### config.mk
export PLATFORM = sky130hd
export DESIGN_NAME = max_pool_2x2_stream
export DESIGN_NICKNAME = d
export VERILOG_FILES = /design/src/rtl/max_pool_2x2_stream.sv
export SDC_FILE = /design/constraint.sdc
export NUM_CORES = 1
export LEC_CHECK = 0
export CORE_AREA = 5 5 263 162
export CTS_BUF_LIST = sky130_fd_sc_hd__clkbuf_8
export CTS_CLUSTER_SIZE = 20
export DETAILED_ROUTE_END_ITERATION = 8
export DIE_AREA = 0 0 268 167
export GPL_TIMING_DRIVEN = 0
export PLACE_DENSITY = 0.85
export SLEW_MARGIN = 20
export SYNTH_ARGS = -nofsm -noshare
export SYNTH_HDL_FRONTEND = slang
export SYNTH_SLANG_ARGS = --single-unit
### constraint.sdc
create_clock -name clk_i -period 6.9 [get_ports clk_i]
set_clock_uncertainty 0.05 [all_clocks]
set_input_delay 1.38 -clock clk_i [delete_from_list [all_inputs] [get_ports clk_i]]
set_output_delay 1.38 -clock clk_i [all_outputs]
set_load 0.01 [all_outputs]
### src/rtl/max_pool_2x2_stream.sv
// ---------------------------------------------------------------------------
// max_pool_2x2_stream
//
// Streaming 2x2 / stride-2 max-pool stage. Consumes a raster-order frame of
// signed samples (IMG_WIDTH x IMG_HEIGHT) and emits the pooled map
// (IMG_WIDTH/2 x IMG_HEIGHT/2) in raster order. One half-width row buffer
// holds the horizontal pair maxima of each even row until the matching odd
// row arrives. Odd trailing columns/rows are accepted and dropped.
//
// Optional build macro: MAXPOOL_ARGMAX_EN
//   Adds out_idx_o, the winner position inside the 2x2 window
//   (0=top-left, 1=top-right, 2=bottom-left, 3=bottom-right, ties -> lowest).
//
// Ports:
//   clk_i          clock, rising edge
//   rst_i          asynchronous active-high reset
//   frame_start_i  arms a new frame (honoured only when idle)
//   in_valid_i     input sample valid
//   in_ready_o     block accepts a sample this cycle
//   in_data_i      signed input sample
//   out_valid_o    pooled sample valid
//   out_ready_i    downstream accepts the pooled sample
//   out_data_o     signed pooled maximum
//   out_idx_o      window winner index (MAXPOOL_ARGMAX_EN only)
//   out_last_o     final pooled sample of the frame
//   busy_o         frame in progress (RUN or FLUSH)
//   frame_done_o   one-cycle pulse on frame completion
// ---------------------------------------------------------------------------
module max_pool_2x2_stream #(
  parameter int DATA_WIDTH = 32,
  parameter int IMG_WIDTH  = 26,
  parameter int IMG_HEIGHT = 26
) (
  input  logic                  clk_i,
  input  logic                  rst_i,
  input  logic                  frame_start_i,
  input  logic                  in_valid_i,
  output logic                  in_ready_o,
  input  logic [DATA_WIDTH-1:0] in_data_i,
  output logic                  out_valid_o,
  input  logic                  out_ready_i,
  output logic [DATA_WIDTH-1:0] out_data_o,
`ifdef MAXPOOL_ARGMAX_EN
  output logic [1:0]            out_idx_o,
`endif
  output logic                  out_last_o,
  output logic                  busy_o,
  output logic                  frame_done_o
);

  localparam int POOL_W = IMG_WIDTH / 2;
  localparam int POOL_H = IMG_HEIGHT / 2;
  localparam int CW     = $clog2(IMG_WIDTH);
  localparam int RW     = $clog2(IMG_HEIGHT);
  localparam int HW     = (POOL_W > 1) ? $clog2(POOL_W) : 1;

  localparam logic [CW-1:0] LAST_COL      = CW'(IMG_WIDTH - 1);
  localparam logic [RW-1:0] LAST_ROW      = RW'(IMG_HEIGHT - 1);
  // Last column/row that belongs to a complete 2x2 window.
  localparam logic [CW-1:0] LAST_PAIR_COL = CW'(2 * POOL_W - 1);
  localparam logic [RW-1:0] LAST_PAIR_ROW = RW'(2 * POOL_H - 1);

  // Row buffer entry: pair maximum, plus which column won when argmax is on.
`ifdef MAXPOOL_ARGMAX_EN
  localparam int RB_W = DATA_WIDTH + 1;
`else
  localparam int RB_W = DATA_WIDTH;
`endif

  typedef enum logic [1:0] {
    S_IDLE  = 2'd0,
    S_RUN   = 2'd1,
    S_FLUSH = 2'd2
  } state_t;

  state_t r_state;
  state_t w_state_next;

  logic [CW-1:0] r_col;
  logic [RW-1:0] r_row;

  logic signed [DATA_WIDTH-1:0] r_latch;
  logic [RB_W-1:0]              r_rowbuf [POOL_W];
  logic [RB_W-1:0]              r_rb_rd;

  logic                  r_out_valid;
  logic [DATA_WIDTH-1:0] r_out_data;
  logic                  r_out_last;

  logic                         w_out_free;
  logic                         w_accept;
  logic                         w_last_beat;
  logic                         w_pair_col;
  logic                         w_pair_row;
  logic [HW-1:0]                w_half;
  logic signed [DATA_WIDTH-1:0] w_in;
  logic                         w_pair_sel;
  logic signed [DATA_WIDTH-1:0] w_pair_max;
  logic [RB_W-1:0]              w_rb_wdata;
  logic signed [DATA_WIDTH-1:0] w_rb_top;
  logic                         w_bl_gt;
  logic signed [DATA_WIDTH-1:0] w_mid;
  logic                         w_br_gt;
  logic signed [DATA_WIDTH-1:0] w_win;
  logic                         w_window_done;

  // -------------------------------------------------------------------------
  // Handshake helpers
  // -------------------------------------------------------------------------
  assign w_out_free  = !r_out_valid || out_ready_i;
  assign w_accept    = in_valid_i && in_ready_o;
  assign w_last_beat = (r_col == LAST_COL) && (r_row == LAST_ROW);
  assign w_pair_col  = (r_col <= LAST_PAIR_COL);
  assign w_pair_row  = (r_row <= LAST_PAIR_ROW);
  assign w_half      = HW'(r_col >> 1);

  // -------------------------------------------------------------------------
  // FSM: state register
  // -------------------------------------------------------------------------
  always_ff @(posedge clk_i or posedge rst_i) begin
    if (rst_i) begin
      r_state <= S_IDLE;
    end else begin
      r_state <= w_state_next;
    end
  end

  // FSM: next state
  always_comb begin
    w_state_next = r_state;
    case (r_state)
      S_IDLE:  if (frame_start_i) w_state_next = S_RUN;
      S_RUN:   if (w_accept && w_last_beat) w_state_next = S_FLUSH;
      S_FLUSH: if (w_out_free) w_state_next = S_IDLE;
      default: w_state_next = S_IDLE;
    endcase
  end

  // FSM: outputs
  always_comb begin
    in_ready_o   = 1'b0;
    busy_o       = 1'b0;
    frame_done_o = 1'b0;
    case (r_state)
      S_RUN: begin
        in_ready_o = w_out_free;
        busy_o     = 1'b1;
      end
      S_FLUSH: begin
        busy_o       = 1'b1;
        frame_done_o = w_out_free;
      end
      default: ;
    endcase
  end

  // -------------------------------------------------------------------------
  // Raster counters
  // -------------------------------------------------------------------------
  always_ff @(posedge clk_i or posedge rst_i) begin
    if (rst_i) begin
      r_col <= '0;
      r_row <= '0;
    end else if (r_state == S_IDLE && frame_start_i) begin
      r_col <= '0;
      r_row <= '0;
    end else if (w_accept) begin
      if (r_col == LAST_COL) begin
        r_col <= '0;
        r_row <= (r_row == LAST_ROW) ? '0 : r_row + 1'b1;
      end else begin
        r_col <= r_col + 1'b1;
      end
    end
  end

  // -------------------------------------------------------------------------
  // Pooling datapath. Tie rule: the later operand wins only if strictly
  // greater, which keeps the lowest window index on ties.
  // -------------------------------------------------------------------------
  assign w_in       = $signed(in_data_i);
  assign w_pair_sel = (w_in > r_latch);
  assign w_pair_max = w_pair_sel ? w_in : r_latch;

`ifdef MAXPOOL_ARGMAX_EN
  assign w_rb_wdata = {w_pair_sel, w_pair_max};
`else
  assign w_rb_wdata = w_pair_max;
`endif

  assign w_rb_top      = $signed(r_rb_rd[DATA_WIDTH-1:0]);
  assign w_bl_gt       = (r_latch > w_rb_top);
  assign w_mid         = w_bl_gt ? r_latch : w_rb_top;
  assign w_br_gt       = (w_in > w_mid);
  assign w_win         = w_br_gt ? w_in : w_mid;
  assign w_window_done = w_accept && r_col[0] && r_row[0] && w_pair_row;

  // Left sample of each horizontal pair.
  always_ff @(posedge clk_i or posedge rst_i) begin
    if (rst_i) begin
      r_latch <= '0;
    end else if (w_accept && !r_col[0] && w_pair_col && w_pair_row) begin
      r_latch <= w_in;
    end
  end

  // Row buffer with registered read. The entry for a window is fetched on
  // the even-column beat of the odd row, so it is ready for the odd-column
  // beat that completes the window.
  always_ff @(posedge clk_i) begin
    if (w_accept && r_col[0] && !r_row[0] && w_pair_row) begin
      r_rowbuf[w_half] <= w_rb_wdata;
    end
    if (w_accept && !r_col[0] && r_row[0] && w_pair_col && w_pair_row) begin
      r_rb_rd <= r_rowbuf[w_half];
    end
  end

`ifdef MAXPOOL_ARGMAX_EN
  logic [1:0] r_out_idx;
  logic [1:0] w_win_idx;
  assign w_win_idx = w_br_gt ? 2'd3 : (w_bl_gt ? 2'd2 : {1'b0, r_rb_rd[DATA_WIDTH]});
  assign out_idx_o = r_out_idx;

  always_ff @(posedge clk_i or posedge rst_i) begin
    if (rst_i) begin
      r_out_idx <= 2'd0;
    end else if (w_window_done) begin
      r_out_idx <= w_win_idx;
    end
  end
`endif

  // Output register. A completing beat is only accepted when the slot is
  // free or being drained this cycle, so overwriting here never loses data.
  always_ff @(posedge clk_i or posedge rst_i) begin
    if (rst_i) begin
      r_out_valid <= 1'b0;
      r_out_data  <= '0;
      r_out_last  <= 1'b0;
    end else if (w_window_done) begin
      r_out_valid <= 1'b1;
      r_out_data  <= w_win;
      r_out_last  <= (r_col == LAST_PAIR_COL) && (r_row == LAST_PAIR_ROW);
    end else if (out_ready_i) begin
      r_out_valid <= 1'b0;
    end
  end

  assign out_valid_o = r_out_valid;
  assign out_data_o  = r_out_data;
  assign out_last_o  = r_out_last;

endmodule

; After elaboration in Yosys (flattened, before gate mapping)
; Memories as Yosys holds them, arrays and structs flattened. A register that Yosys moved wholly into a read port is not among the register bits.
; Cells that the tools add are included.
[classes]
add_sub_neg = 2
magnitude_cmp = 5
eq_ne = 7
mux = 21
reduce_logical = 26
[op_table]
columns = op, n
row1 = $gt A32 B32 Y1, 3
row2 = $mux W32, 3
row3 = $mux W5, 7
row4 = $logic_and A1 B1 Y1, 15
row5 = $add A5 B1 Y5 const B, 2
row6 = $eq A5 B5 Y1 const B, 2
row7 = $le A5 B5 Y1 const B, 2
row8 = $mux W1, 7
row9 = $mux W2, 3
row10 = $ne A2 B2 Y1 const B, 3
row11 = $pmux W2 S3, 1
row12 = $reduce_bool A2 Y1, 3
row13 = $logic_not A1 Y1, 3
row14 = $reduce_and A3 Y1, 1
row15 = $eq A2 B1 Y1 const B, 1
row16 = $eq A2 B2 Y1 const B, 1
row17 = $logic_not A2 Y1, 1
row18 = $reduce_and A2 Y1, 1
row19 = $reduce_or A2 Y1, 1
row20 = $logic_or A1 B1 Y1, 1
[totals]
register_bits = 78
ramBits = 416
input_bits = 37
output_inout_bits = 37
elab_cells = 69
n_memories = 1
[mem_list]
columns = name, words, width, rd, rd_ports_with_merged_regs, write_ports, line_no
row1 = r_rowbuf, 13, 32, 1, 1, 1, 83  ; logic [RB_W-1:0] r_rowbuf [POOL_W];

; Depth between registers and ports, before layout
; Gate-level depths: netlist (run 1).
[depth]
ltp_word = 9
mapped_depth = 20
ltp_nobuf = 17

; Worst setup path before layout (run 1)
; OpenSTA, ideal clock, no wires.
[synth_path]
kind = in2reg
startpoint = input out_ready_i
endpoint = memory r_rowbuf[1][0] (netlist name), enable pin
setup_time_ps = 461
t_arrival_ps = 4760
required_time_ps = 6389
setup_slack_ps = 1629
stages = 8
path_buffers = 1
path_cell_list = nand2b_1 > and3_1 > clkbuf_1 > nand2_1 > or3_1 > nor2_1 > nand2_1 > nor3_1
[synth_via]
elab_chain_cells = 8
[synth_lines]
columns = element, line_no
row1 = start: declaration, 41  ; input logic out_ready_i,
row2 = $logic_or A1 B1 Y1, 110  ; assign w_out_free = !r_out_valid || out_ready_i;
row3 = $mux W1, 144  ; case (r_state)
row4 = $logic_and A1 B1 Y1, 111  ; assign w_accept = in_valid_i && in_ready_o;
row5 = $logic_and A1 B1 Y1 (3 in series), 211  ; if (w_accept && r_col[0] && !r_row[0] && w_pair_row) begin
row6 = $mux W1, 211
row7 = $mux W1 (not written as such), 212  ; r_rowbuf[w_half] <= w_rb_wdata;
row8 = end: declaration, 83
; No other way between the ends.

; Final worst setup path (run 1)
[layout_path]
startpoint = register r_latch[31]
endpoint = register r_out_data[23], in the netlist out_data_o[23]
[layout_via]
elab_chain_cells = 4
[layout_lines]
columns = element, line_no
row1 = start: declaration, 82  ; logic signed [DATA_WIDTH-1:0] r_latch;
row2 = start signal: assignment, 203  ; r_latch <= w_in;
row3 = $gt A32 B32 Y1, 192  ; assign w_bl_gt = (r_latch > w_rb_top);
row4 = $mux W32 *, 193  ; assign w_mid = w_bl_gt ? r_latch : w_rb_top;
row5 = $gt A32 B32 Y1, 194  ; assign w_br_gt = (w_in > w_mid);
row6 = $mux W32 *, 195  ; assign w_win = w_br_gt ? w_in : w_mid;
row7 = end signal: assignment, 243  ; r_out_data <= w_win;
row8 = end: declaration, 87  ; logic [DATA_WIDTH-1:0] r_out_data;
; Mark *: on every way between the ends. The rest lies on a longest branch, timed or not.
; A chain may end at the register's enable or synchronous reset.

==> results of run 1 <==
-- stage by stage --
stage,power (W),instances,instance area (um^2)
finish,0.0111,2470,28700
global route,0.0115,2470,28700
CTS,0.0109,2469,28600
detailed placement,0.00853,2335,27200
global placement,0.00833,2302,26600
floorplan,0.00720,1698,25200
-- tightest hold or removal path, cell delays in order (launching register included) --
cell and delay [ps]:
dfrtp_1 340, nand2_1 50, o21ai_1 60
-- metal layers --
metal	track usage, %	share of wire, %
met2	47.5	44
met4	7.44	3.2
met3	8.79	14
met5	0	0
met1	48.1	39
-- registers in the layout, summed over array words and instances, names as in the netlist --
name / cells
out_data_o: 32
out_last_o: 1
out_valid_o: 1
r_col: 5
r_latch: 32
r_rb_rd: 32
r_row: 5
r_rowbuf: 416
r_state: 2
-- kinds of logic (layout without fill, tap and decap cells) --
kind of cell / count (synthesis) / count (layout) / synth area share [%]
AO/OA/AOI/OAI: 293 / 293 / 7.91
adder cells (fa/ha/maj): 104 / 104 / 5.16
buffers and inverters: 214 / 455 / 3.36
flip-flops: 526 / 526 / 61.1
multiplexers: 194 / 194 / 14.2
AND/OR/NAND/NOR: 367 / 367 / 8.23
-- layout by cell type (no fill, tap or decap), types with 44 or more instances in the layout --
master | synthesis | layout
o21ai_0 | 48 | 48
nand2_1 | 120 | 120
mux4_2 | 128 | 128
clkbuf_1 | 75 | 71
edfxtp_1 | 448 | 448
a21o_1 | 44 | 44
dfrtp_1 | 78 | 78
clkbuf_8 | 0 | 77
inv_1 | 106 | 126
clkdlybuf4s50_1 | 0 | 73
ha_1 | 104 | 104
-- layout make-up --
cell class	instances	area [um^2]	share of cell area (%)
flip-flops and latches	526	15400	53.7
well taps	531	664	2.32
repair buffers	107	1200	4.20
multi-input cells	958	9120	31.8
clock inverters	57	342	1.19
plain buffers	108	464	1.62
inverters	106	400	1.40
clock buffers	77	1060	3.70
-- report_power, final --
group / internal [W] / switching [W]
Combinational: 0.00177 / 0.00263
Sequential: 0.00415 / 0.000155
Clock: 0.00116 / 0.00122
-- worst max path at each step --
| stage | end | cells past startpoint | slack (ps) |
|---|---|---|---|
| 2_1_floorplan | r_rowbuf[1][0]$_DFFE_PP_ | 8 | 1630 |
| 3_3_place_gp | r_rowbuf[1][7]$_DFFE_PP_ | 9 | -1920 |
| 3_5_place_dp | out_data_o[20]$_DFFE_PP0P_ | 19 | -140 |
| 4_1_cts | out_data_o[23]$_DFFE_PP0P_ | 19 | 70 |
| 5_1_grt | out_data_o[20]$_DFFE_PP0P_ | 19 | 110 |
| 6_report | out_data_o[23]$_DFFE_PP0P_ | 19 | 150 |
-- what timing repair did --
action,4_1_cts,5_1_grt
gates resized for setup,1,7
endpoints found under the setup margin,20,30
gates cloned,0,0
==> results.ini, run 1 <==
[sta]
max_clock_freq_ghz = 0.148
finalCriticalPeriod_ps = 6750
tightest_slew_ps = 1250
slew_violations = 0
max_slew_margin_pct = 15.5
rsz0062_at_grt = no
hold_viol = 0
finalSetupTns_ps = 0
setup_violations = 0
post-route-period-util_pct = 97.9
final.setup.worst_slack_ps = 148
whs_ps = 437

[synthesis]
syn_inst = 1698
ys_ff_latch = 526
synth_top_area_cell = edfxtp_1
synth_common_cells = 448 x edfxtp_1, 128 x mux4_2, 120 x nand2_1
synth_area_leaders = edfxtp_1 53%, mux4_2 11%, dfrtp_1 7.7%, ha_1 5.2%, nand2_1 1.8%
syn_area_um2 = 25200
avgSynthCellArea_um2 = 14.8
synth-edff-count = 448
synthesis.nets = 1839
synth_top_area_share_pct = 53.4
ys_seq_area_share_pct = 61.1
yosysWarnings = 0
yosysMostFrequentCell = edfxtp_1
synthArstFlopShare_pct = 14.8
synth_cell_type_count = 58
synthFlopType = edfxtp_1

[setup_path]
ff2ff_path_depth = 19
rrSetupSlack_ps = 150
arrival_ps = 7270
required_ps = 7410
cp.buffers_inverters = 3
r2r-start = r_latch[31]$_DFFE_PP0P_
critPathMaxFanout = 10
critPathLaunch = r_latch[31]$_DFFE_PP0P_
cpMaxStageDelayCell = a211oi_2
path_cells = ha_1, nand4_1, nor3_1, a211oi_2, and2_1, buf_2, clkbuf_1, a41oi_1, and4_4, ha_1, nand4_1, nor4_4, a21boi_1, nand4b_1, a2111oi_1, mux2i_2, clkbuf_2, mux2_2, o21ai_1
r2r_end = out_data_o[23]$_DFFE_PP0P_
critical_path_class = reg -> reg
critical-path-max-stage-delay_ps = 600
crit_family = compound AO/OA/AOI/OAI gates
end_kind = flop
critPathLaunchType = flop

[route]
detail-route-antenna-nets = 0
vias = 17000
wl_per_cell_um = 28.9
viasPerCell = 6.87
drt-total-wl_mm = 71.5
drtIter0Drc = 2653
drt_pre_antenna_iters = 6
drc_errors = 0

[power]
ir_worst_vdd_mv = 0.248
power_per_cell_area_nw_per_um2 = 387
p_leak_nw = 10.0

[cts]
clock_latency_ps = 650
cts_max_path_buffers = 3
hold_buffers = 0
cts_htree_levels = 3
cts_tree = built
clk_pin_slew_worst_paths_ps = 60
cts_setup_buffers = 0
cts_sinks = 526
root_buffer = clkbuf_8
cts_buffers = 76

[floorplan]
core_um2 = 39900
die-area_um2 = 44800
fp.dieH_um = 167
start_util_pct = 63.1
num_rows = 57
pin_count = 74
die_w_um = 268

[grt]
grt_pass1_wl_mm = 106
grt-ovfl-total = 0
gr-usage-all-layers_pct = 31.9
grt_max_degree = 47
grt_pass1_vias = 16800
antenna_found_initial = 1

[flow_run]
cap_viol_max_count = 0

[min_path]
hold_start = out_data_o[14]$_DFFE_PP0P_
hold_class = reg -> reg
holdPathStages = 2
hold-path-endpoint = out_data_o[14]$_DFFE_PP0P_

[placed_design]
hpwl_mm = 50.2
place_congestion = 0.975
pre_cts_ws_ps = -138
portBuffers = 73

[cells_and_area]
syn_to_final_growth_pct = 13.7
n_antenna_cell = 0
utilization_pct = 71.8
nNetsFinal = 2024
fillCellCount = 2512
final_layout_size_suffix_gt1_share_pct = 20.1

[outcome]
status = complete, no violations

Power figures use the tool's default switching activity.
==> run 2, diff against run 1 <==
Settings changed: ABC_AREA from default to 1, CORE_AREA 5 5 263 162 to 5 5 254 157, DIE_AREA 0 0 268 167 to 0 0 259 162.
==> results.ini, run 2 <==
[synthesis]
yosysWarnings = 0
avgSynthCellArea_um2 = 11.4
synth_top_area_share_pct = 57.1
synth_area_leaders = edfxtp_1 57%, nand2_1 8.8%, dfrtp_1 8.3%, ha_1 5.5%, a22oi_1 4.6%
synth_top_area_cell = edfxtp_1
syn_area_um2 = 23600
synthArstFlopShare_pct = 14.8
synth_common_cells = 555 x nand2_1, 448 x edfxtp_1, 180 x inv_1
yosysMostFrequentCell = nand2_1
synth-edff-count = 448
synthFlopType = edfxtp_1
synth_cell_type_count = 36
ys_ff_latch = 526
syn_inst = 2074
synthesis.nets = 2215
ys_seq_area_share_pct = 65.4

[sta]
max_clock_freq_ghz = 0.172
hold_viol = 0
max_slew_margin_pct = 21.9
setup_violations = 0
finalCriticalPeriod_ps = 5800
slew_violations = 0
rsz0062_at_grt = no
finalSetupTns_ps = 0
final.setup.worst_slack_ps = 1100
tightest_slew_ps = 1170
post-route-period-util_pct = 84.1

[route]
wl_per_cell_um = 24.2
drtIter0Drc = 2746
viasPerCell = 6.26
drc_errors = 0
drt_pre_antenna_iters = 6
drt-total-wl_mm = 68.6
vias = 17800
detail-route-antenna-nets = 0

[setup_path]
path_cells = inv_1, ha_1, a21oi_1, o21ai_0, a21oi_1, nand2_1, nand2_1, nand2_1, nand2_1, clkbuf_1, nand4_1, and2_1, ha_1, nand4_1, nor3b_1, nand4_1, nand3_1, buf_2, nand3_1, nand2_1, nand2_1
rrSetupSlack_ps = 1100
critPathLaunch = r_rb_rd[15]$_DFFE_PP_
critical-path-max-stage-delay_ps = 510
r2r_end = out_data_o[2]$_DFFE_PP0P_
critical_path_class = reg -> reg
critPathMaxFanout = 10
ff2ff_path_depth = 21
crit_top_cell = nand2_1
critPathLaunchType = flop
end_kind = flop
r2r-start = r_rb_rd[15]$_DFFE_PP_
required_ps = 7400
cpMaxStageDelayCell = clkbuf_1
arrival_ps = 6300

[power]
p_leak_nw = 10.7
power_per_cell_area_nw_per_um2 = 424
ir_worst_vdd_mv = 0.240
power_w = 0.0115

[cts]
cts_htree_levels = 3
cts_tree = built
cts_buffers = 75
cts_sinks = 526
clock_latency_ps = 670
root_buffer = clkbuf_8
cts_setup_buffers = 0
cts_max_path_buffers = 3
cts_resized = 0
hold_buffers = 0
clk_pin_slew_worst_paths_ps = 70

[floorplan]
die_w_um = 259
start_util_pct = 63.3
core_um2 = 37200
pin_count = 74
die-area_um2 = 42000
fp.dieH_um = 162
num_rows = 55

[min_path]
hold_class = reg -> reg
hold_start = out_data_o[23]$_DFFE_PP0P_
hold-path-endpoint = out_data_o[23]$_DFFE_PP0P_
holdPathStages = 2

[cells_and_area]
largest_reg_flops = 416
n_antenna_cell = 0
nNetsFinal = 2405
fin_cells = 2839
syn_to_final_growth_pct = 15.0
final_layout_size_suffix_gt1_share_pct = 8.47
layout_commonest_cell = nand2_1
utilization_pct = 72.8
regMostFlops = r_rowbuf
layout_common_cells = 555 x nand2_1, 448 x edfxtp_1, 210 x inv_1

[grt]
grt_pass1_wl_mm = 103
grt_max_degree = 42
gr-usage-all-layers_pct = 32.7
antenna_found_initial = 1
grt_pass1_vias = 17100
grt-ovfl-total = 0

[placed_design]
hpwl_mm = 48.6
portBuffers = 73
pre_cts_ws_ps = 1340
place_inst = 2700
place_congestion = 0.965

[flow_run]
cap_viol_max_count = 0

[outcome]
status = complete, no violations

run 2: area by class of cell:
class | instances | area (um^2)
clock inverters | 60 | 340
plain buffers | 97 | 418
multi-input cells | 1270 | 7180
fillers | 2445 | 10100
repair buffers | 113 | 1340
well taps | 513 | 642
clock buffers | 79 | 1090
inverters | 181 | 682
flip-flops and latches | 526 | 15400
run 2: worst max-delay path by stage:
stage | slack, ps | endpoint
2_1_floorplan | 2590 | r_rowbuf[0][0]$_DFFE_PP_
3_3_place_gp | 540 | r_rowbuf[6][3]$_DFFE_PP_
3_5_place_dp | 1340 | out_data_o[2]$_DFFE_PP0P_
4_1_cts | 1350 | out_data_o[2]$_DFFE_PP0P_
5_1_grt | 840 | out_data_o[2]$_DFFE_PP0P_
6_report | 1100 | out_data_o[2]$_DFFE_PP0P_
run 2: logic make-up (layout without fill, tap and decap cells):
logic type | Yosys count | count (layout) | synth area share (%)
AND/OR/NAND/NOR | 841 | 841 | 15.9
AO/OA/AOI/OAI | 325 | 325 | 8.60
adder cells (fa/ha/maj) | 104 | 104 | 5.52
flip-flops | 526 | 526 | 65.4
buffers and inverters | 278 | 530 | 4.66
run 2: worst max-delay path, delay by kind of cell (launching register included):
| family | cells | cell delay [ps] |
|---|---|---|
| and+or+nand+nor | 13 | 3050 |
| buffers and inverters | 3 | 910 |
| adders and majority gates | 2 | 580 |
| AOI/OAI and AO/OA | 3 | 560 |
| DFF | 1 | 500 |
run 2: power by group:
group	switching (W)	internal (W)	leakage [nW]
sequential	0.000266	0.00422	5.04
combinational	0.00310	0.00152	4.83
clock	0.00126	0.00113	0.845
run 2: stage by stage:
stage	area, um^2	hold slack (ps)
final	27100	428
after global routing	27100	445
after CTS	27100	431
after detailed placement	25700	414
after global placement	24900	413
after floorplan	23600	428
run 2: metal layers:
layer  share of wire, %  global-route usage, %
met4                2.8                   9.43
met2                 41                   45.9
met1                 40                   49.6
met5              0.020                      0
met3                 16                   10.6
